==> src/rtl/dmem_mmio_pkg.sv <==
// Shared constants for the data-memory / MMIO stage.
// MMIO offsets are word offsets (byte offset >> 2), compared against a[7:2].
package dmem_mmio_pkg;

  localparam int MMIO_SEL_BIT = 31;

  localparam logic [5:0] OFF_LED    = 6'h00;
  localparam logic [5:0] OFF_SW     = 6'h01;
  localparam logic [5:0] OFF_COUNT  = 6'h02;
  localparam logic [5:0] OFF_CMP    = 6'h03;
  localparam logic [5:0] OFF_STATUS = 6'h04;
  localparam logic [5:0] OFF_CTRL   = 6'h05;

  localparam int CTRL_EN         = 0;
  localparam int CTRL_AUTORELOAD = 1;
  localparam int CTRL_IRQEN      = 2;
  localparam int CTRL_W          = 3;

endpackage

==> src/rtl/mmio_timer.sv <==
// 32-bit up-counting timer with compare-match flag, auto-reload and interrupt.
module mmio_timer
  import dmem_mmio_pkg::*;
(
  input  logic        clk,
  input  logic        reset,
  input  logic        count_we,
  input  logic        cmp_we,
  input  logic        status_we,
  input  logic        ctrl_we,
  input  logic [31:0] wd,
  output logic [31:0] count_rd,
  output logic [31:0] cmp_rd,
  output logic [31:0] status_rd,
  output logic [31:0] ctrl_rd,
  output logic        irq
);

  logic [31:0]       count_q, count_d;
  logic [31:0]       cmp_q, cmp_d;
  logic              match_q, match_d;
  logic [CTRL_W-1:0] ctrl_q, ctrl_d;
  logic              match_hit;

  // Compare uses pre-write COUNT and CMP so software writes land a cycle later.
  assign match_hit = ctrl_q[CTRL_EN] && (count_q == cmp_q);

  always_comb begin
    count_d = count_q;
    if (ctrl_q[CTRL_EN]) begin
      if (match_hit && ctrl_q[CTRL_AUTORELOAD]) count_d = 32'h0;
      else                                     count_d = count_q + 32'h1;
    end
    if (count_we) count_d = wd;

    match_d = match_q;
    if (status_we && wd[0]) match_d = 1'b0;
    if (match_hit)          match_d = 1'b1;

    cmp_d  = cmp_we  ? wd             : cmp_q;
    ctrl_d = ctrl_we ? wd[CTRL_W-1:0] : ctrl_q;
  end

  always_ff @(posedge clk) begin
    if (reset) begin
      count_q <= 32'h0;
      cmp_q   <= 32'hFFFF_FFFF;
      match_q <= 1'b0;
      ctrl_q  <= '0;
    end else begin
      count_q <= count_d;
      cmp_q   <= cmp_d;
      match_q <= match_d;
      ctrl_q  <= ctrl_d;
    end
  end

  assign count_rd  = count_q;
  assign cmp_rd    = cmp_q;
  assign status_rd = {31'h0, match_q};
  assign ctrl_rd   = {{(32-CTRL_W){1'b0}}, ctrl_q};
  assign irq       = match_q & ctrl_q[CTRL_IRQEN];

endmodule

==> src/rtl/dmem_mmio.sv <==
// Data-side memory stage: word RAM plus LED, synchronised switches and timer MMIO.
module dmem_mmio
  import dmem_mmio_pkg::*;
#(
  parameter int RAM_WORDS = 64,
  parameter int SW_WIDTH  = 10
) (
  input  logic                clk,
  input  logic                reset,
  input  logic                we,
  input  logic [31:0]         a,
  input  logic [31:0]         wd,
  output logic [31:0]         rd,
  input  logic [SW_WIDTH-1:0] sw,
  output logic [SW_WIDTH-1:0] led,
  output logic                irq
);

  localparam int IDX_W = $clog2(RAM_WORDS);

  logic [31:0]         ram_q [RAM_WORDS];
  logic [IDX_W-1:0]    ram_idx;
  logic [5:0]          mmio_off;
  logic                mmio_sel, ram_we, mmio_we;
  logic [SW_WIDTH-1:0] led_q, led_d;
  logic [SW_WIDTH-1:0] sw_meta_q, sw_meta_d, sw_sync_q, sw_sync_d;
  logic [31:0]         count_rd, cmp_rd, status_rd, ctrl_rd;
  logic                unused_addr_bits;

  assign mmio_sel = a[MMIO_SEL_BIT];
  assign mmio_off = a[7:2];
  assign ram_idx  = a[IDX_W+1:2];
  assign ram_we   = we & ~mmio_sel;
  assign mmio_we  = we &  mmio_sel;

  // Byte lane and high MMIO address bits are don't-care by design.
  assign unused_addr_bits = ^{a[30:8], a[1:0]};

  // RAM contents intentionally survive reset.
  always_ff @(posedge clk) begin
    if (ram_we) ram_q[ram_idx] <= wd;
  end

  always_comb begin
    led_d     = (mmio_we && mmio_off == OFF_LED) ? wd[SW_WIDTH-1:0] : led_q;
    sw_meta_d = sw;
    sw_sync_d = sw_meta_q;
  end

  always_ff @(posedge clk) begin
    if (reset) begin
      led_q     <= '0;
      sw_meta_q <= '0;
      sw_sync_q <= '0;
    end else begin
      led_q     <= led_d;
      sw_meta_q <= sw_meta_d;
      sw_sync_q <= sw_sync_d;
    end
  end

  mmio_timer u_timer (
    .clk       (clk),
    .reset     (reset),
    .count_we  (mmio_we && mmio_off == OFF_COUNT),
    .cmp_we    (mmio_we && mmio_off == OFF_CMP),
    .status_we (mmio_we && mmio_off == OFF_STATUS),
    .ctrl_we   (mmio_we && mmio_off == OFF_CTRL),
    .wd        (wd),
    .count_rd  (count_rd),
    .cmp_rd    (cmp_rd),
    .status_rd (status_rd),
    .ctrl_rd   (ctrl_rd),
    .irq       (irq)
  );

  always_comb begin
    rd = 32'h0;
    if (!mmio_sel) begin
      rd = ram_q[ram_idx];
    end else begin
      case (mmio_off)
        OFF_LED:    rd[SW_WIDTH-1:0] = led_q;
        OFF_SW:     rd[SW_WIDTH-1:0] = sw_sync_q;
        OFF_COUNT:  rd = count_rd;
        OFF_CMP:    rd = cmp_rd;
        OFF_STATUS: rd = status_rd;
        OFF_CTRL:   rd = ctrl_rd;
        default:    rd = 32'h0;
      endcase
    end
  end

  assign led = led_q;

endmodule
==> config.mk <==
export PLATFORM = sky130hd
export DESIGN_NAME = dmem_mmio
export DESIGN_NICKNAME = d
export VERILOG_FILES = /design/src/rtl/dmem_mmio_pkg.sv /design/src/rtl/mmio_timer.sv /design/src/rtl/dmem_mmio.sv
export SDC_FILE = /design/constraint.sdc
export NUM_CORES = 2
export LEC_CHECK = 0
export ABC_AREA = 0
export CAP_MARGIN = 20
export CORE_ASPECT_RATIO = 1.4
export CORE_MARGIN = 3
export CORE_UTILIZATION = 50
export CTS_BUF_LIST = sky130_fd_sc_hd__clkbuf_16
export DETAILED_ROUTE_END_ITERATION = 16
export PLACE_DENSITY = 0.67
export SKIP_CTS_REPAIR_TIMING = 1
export SYNTH_ARGS = -nofsm -noshare
export SYNTH_HDL_FRONTEND = slang
export SYNTH_HIERARCHICAL = 1
export SYNTH_SLANG_ARGS = --single-unit
==> constraint.sdc <==
create_clock -name clk -period 6.25 [get_ports clk]
set_input_delay 1.25 -clock clk [delete_from_list [all_inputs] [get_ports clk]]
set_output_delay 1.25 -clock clk [all_outputs]
set_load 0.1 [all_outputs]
After elaboration in Yosys (flattened, before gate mapping)

Memory sizes are Yosys's and may differ from the RTL's.
Cells that the tools add are included.

Bitwise gates (word level): 4
Reductions and logical operators: 11
$add $sub $neg: 1
Eq/ne operators: 6
Muxes and demuxes: 10

Operator list:

| cell                  | number |
|---|---|
| $mux 32               | 4 |
| $pmux 10 s6           | 1 |
| $pmux 22 s2           | 1 |
| $add 32x1->32 const B | 1 |
| $eq 32x32->1          | 1 |
| $eq 6x2->1 const B    | 2 |
| $eq 6x3->1 const B    | 2 |
| $logic_and 1x1->1     | 8 |
| $eq 6x1->1 const B    | 1 |
| $logic_not 6->1       | 1 |
| $mux 1                | 4 |
| $reduce_bool 2->1     | 2 |
| $and 1x1->1           | 3 |
| $not 1->1             | 1 |

Output and inout port bits: 43
Bits of input ports: 77
Bits in writable memories: 2048
Bits in registers: 98
Memories: 1
Word-level logic and storage cells: 40

Memories:

| name  | words | width | rd ports | clocked after Yosys merged registers in | wr ports | line            | RTL |
|---|---|---|---|---|---|---|---|
| ram_q | 64    | 32    | 1        | 0                                       | 1        | dmem_mmio.sv:21 | `logic [31:0] ram_q [RAM_WORDS];` |

Longest topological paths before layout

Word-level depth: 6
Depth in mapped cells: 13
Mapped depth without buffers: 7

Hierarchy

Netlist, hierarchy kept.

Modules (own cells, without submodules):

| module     | cells an instance | area an instance (µm²) | instances | seq. area each (µm²) |
|---|---|---|---|---|
| dmem_mmio  | 3660              | 80539.7                | 1         | 62099.6 |
| mmio_timer | 516               | 4335.4                 | 1         | 1361.3 |

Least setup slack after synthesis

OpenSTA, ideal clock, no wires.

Path kind: input -> output
From: input port a[3]
To: output port rd[9]
Path buffers: 7
Data required time: 5.000 ns
Stages: 11
Setup slack: 0.558 ns
Arrival: 4.442 ns
Path through: buf_4 -> buf_6 -> buf_6 -> buf_6 -> buf_6 -> buf_4 -> buf_2 -> a211oi_1 -> a21oi_1 -> a311oi_1 -> a31oi_1

Longest elaborated chain between the ends: 3
Elaborated cells between the ends (all ways): 9
Classes of those cells: eq/ne: 5; mux: 2; reduce/logical: 1; memory: 1

Ends and longest elaborated chain:

| item                                                                  | line            | RTL |
|---|---|---|
| start: declaration                                                    | dmem_mmio.sv:11 | `input logic [31:0] a,` |
| parallel branches: the longest is 2 deep, another holds $mem_v2 64x32 | n/a             |  |
| $mux 32 *                                                             | dmem_mmio.sv:79 | `if (!mmio_sel) begin` |
| end: declaration                                                      | dmem_mmio.sv:13 | `output logic [31:0] rd,` |

Mark *: on every way between the ends.

Worst setup path in the final report

From: input port a[31]
To: output port rd[15]

Longest elaborated chain between the ends: 1

Ends and longest elaborated chain:

| item    | line |
|---|---|
| $mux 32 | dmem_mmio.sv:79 |

Every way passes these cells.

==> impl_metrics.json <==
{
  "status": "finished, final reports clean",
  "synth_top_area_share_pct": 72.5,
  "synth-simple-area-share_pct": 3.55,
  "use_met3_pct": 4.28,
  "worst_slew_pin_slew_ps": 1080,
  "fin_cells": 6913,
  "crit_chain": "clkdlybuf4s50_1, nor2_1, nand2_1, buf_4, a21oi_1, a211oi_1, o2111ai_1, buf_12",
  "yosysWarnings": 6,
  "critical-path-slowest-cell": "o2111ai_1",
  "num_rows": 178,
  "seq_power_share_pct": 54.3,
  "combPwrFrac_pct": 6.1,
  "postRouteWirelength_um": 224000,
  "grt_pass1_vias": 43800,
  "use_met1_pct": 34.7,
  "clkTransAtPathRegs_ps": 60,
  "crit_required_ps": 5000,
  "grt_pass1_wl_um": 320000,
  "power_density_nw_per_um2": 302,
  "end_kind": "output port",
  "critPathLaunch": "a[31]",
  "synth_compound_area_share_pct": 3.23,
  "place_congestion": 0.903,
  "nNetsFinal": 4583,
  "die_w_um": 354,
  "cts_buffers": 191,
  "antenna_left": 0,
  "first_iter_violations": 5621,
  "use_met2_pct": 41.9,
  "synthArstFlopShare_pct": 0,
  "finish.instance_area_sq_um": 96600,
  "pwr-share-clk_pct": 39.6,
  "route.detailed.drc": 0,
  "synth-seq-cells": 2146,
  "worst-r2r-setup-slack_ps": 3100,
  "layout_worst_path_cycle_share_pct": 97.1,
  "tns_ps": 0,
  "timing.rr.start": "u_timer/ctrl_q[0]",
  "critPathKind": "in2out",
  "synth_area_leaders": "edfxtp_1 (72%), mux4_2 (14%), dfxtp_1 (2.3%), mux2i_1 (1.7%), buf_4 (1.1%)",
  "synth_common_cells": "edfxtp_1 (2,048), mux4_2 (521), nand2_1 (194)",
  "slowest_delay_ps": 770,
  "drive_gt1_share_pct": 26.8,
  "dpl-instance-area_sq_um": 90500,
  "crit_buf_inv": 3,
  "cp_num_cells": 8,
  "cts_tree": "done",
  "grt_usage_pct": 25.7,
  "dr.pass1.iters": 6,
  "internal-power_mw": 22.8,
  "die_area_sq_um": 175000,
  "areaGrowthSynthToFinish_pct": 13.8,
  "ys.flop_type": "edfxtp_1",
  "cts.sinks": 2146,
  "min_path_type": "reg2reg",
  "rr_endpoint": "u_timer/count_rd[5]",
  "hold_start": "sw_meta_q[3]",
  "synthMuxAreaShare_pct": 15.8,
  "synth_xor_area_share_pct": 0.494,
  "clockRootBuffer": "clkbuf_16",
  "num_vias": 43500,
  "fmax_mhz": 165,
  "synth_top_area_cell": "edfxtp_1",
  "coreArea_sq_um": 168000,
  "avgSynthCellArea_sq_um": 20.3,
  "cp-start-kind": "primary input",
  "slew_headroom_pct": 27.7,
  "antenna_found_initial": 6,
  "synthesis.instances": 4176,
  "finalClockSkew_ps": 8.54,
  "wl_per_cell_um": 32.4,
  "clk_latency_ps": 830,
  "maxCapViolCount": 0,
  "cp_max_fo": 10,
  "dpl.hpwl_um": 135000,
  "grt_max_degree": 78,
  "seq_area_frac_synth_pct": 74.8,
  "top_level_ports": 120,
  "clockBufferDepth": 3,
  "slew_violations": 0,
  "top_usage_layer": "met2",
  "initial_core_util_pct": 50.4,
  "leakage_nw": 30.8,
  "synth-edff-count": 2048,
  "hold_viol": 0,
  "n_fill_cell": 12300,
  "critPathCapture": "rd[15]",
  "syn_area_sq_um": 84900,
  "synth_top_family_by_area": "multiplexers",
  "synth_cell_types": 73,
  "setup_viol": 0,
  "cts_max_level": 4,
  "p_sw_mw": 6.34,
  "finalCriticalPeriod_ps": 6070,
  "ir_worst_vdd_mv": 0.300,
  "path_delay_family": "buffers and inverters",
  "io_buffer_count": 94,
  "numPlacedInstances": 6560,
  "overflow": 0,
  "die_h_um": 493,
  "synth_fa_ha_area_share_pct": 0.0147,
  "yosysMostFrequentCell": "edfxtp_1",
  "viasPerCell": 6.29,
  "cp.arrival_ps": 4820,
  "swShare_pct": 21.8,
  "r2r_cells": 7,
  "grt_setup_unrepaired": "false"
}
## cell type report
type                            count  area (sq um)  share of cell area, %
Tap cell                         2250          2820                   2.91
Clock inverter                    155          1250                   1.30
Clock buffer                      194          4850                   5.02
Timing Repair Buffer              379          3880                   4.01
Sequential cell                  2146         63500                   65.7
Inverter                           25           100                  0.104
Multi-Input combinational cell   1762         20300                   21.0
Antenna cell                        2          5.00                0.00518
## registers in the layout (all words and copies together), names as in the netlist
| signal | cells |
|---|---|
| u_timer/cmp_rd | 32 |
| u_timer/count_rd | 32 |
| ram_q | 2048 |
| sw_meta_q | 10 |
| u_timer/match_q | 1 |
| led | 10 |
| u_timer/ctrl_q | 3 |
| sw_sync_q | 10 |
## placed cells by master, fill, tap and decap left out, types with 64 or more instances in the layout
cell type	netlist	routed
nand2_1	194	194
inv_1	23	64
edfxtp_1	2048	2048
mux4_2	521	521
dfxtp_1	98	98
nor2_1	126	68
a21oi_1	79	79
buf_4	119	237
buf_12	0	82
mux2i_1	147	147
nor2b_1	93	93
clkbuf_16	0	194
## worst min-delay path by stage
stage / to / cells after the start
after global routing: sw_sync_q[6] / 1
after floorplan: sw_sync_q[0] / 1
after detailed placement: sw_sync_q[3] / 1
after CTS: sw_sync_q[3] / 1
final: sw_sync_q[3] / 1
after global placement: sw_sync_q[5] / 1
## cells by family (layout without fill, tap and decap cells)
kind of cell    after synthesis  count (layout)
flops                      2146            2146
fa+ha+maj                     1               1
xor+xnor                     47              47
other cells                   1              62
compound gates              367             367
simple gates                604             604
buf+inv                     327             753
mux                         683             683
## stage by stage
| step | setup WS, ps | util, % | hold WS (ps) | total power [mW] |
|---|---|---|---|---|
| after floorplan | 558 | - | 414 | 17.1 |
| after global placement | 346 | 53.7 | 431 | 17.9 |
| after detailed placement | 327 | 53.7 | 432 | 17.9 |
| after CTS | 311 | 57.4 | 457 | 29.3 |
| after global routing | 217 | 57.4 | 466 | 29.9 |
| final | 184 | 57.4 | 451 | 29.1 |
## power by group through the flow
stage | combinational, mW | sequential, mW | clock, mW
floorplan | 0.992 | 16.1 | 0
global placement | 1.76 | 16.1 | 0
detailed placement | 1.79 | 16.1 | 0
CTS | 1.79 | 15.8 | 11.7
global route | 1.86 | 15.8 | 12.3
finish | 1.78 | 15.8 | 11.5
## routing by layer
layer / vias to the layer above / routed length, um
met4: 4 / 10400
li1: 17800 / -
met5: - / 26
met1: 23100 / 85000
met2: 2147 / 111000
met3: 429 / 17400
Note: power is estimated with default switching activity, not from simulation.
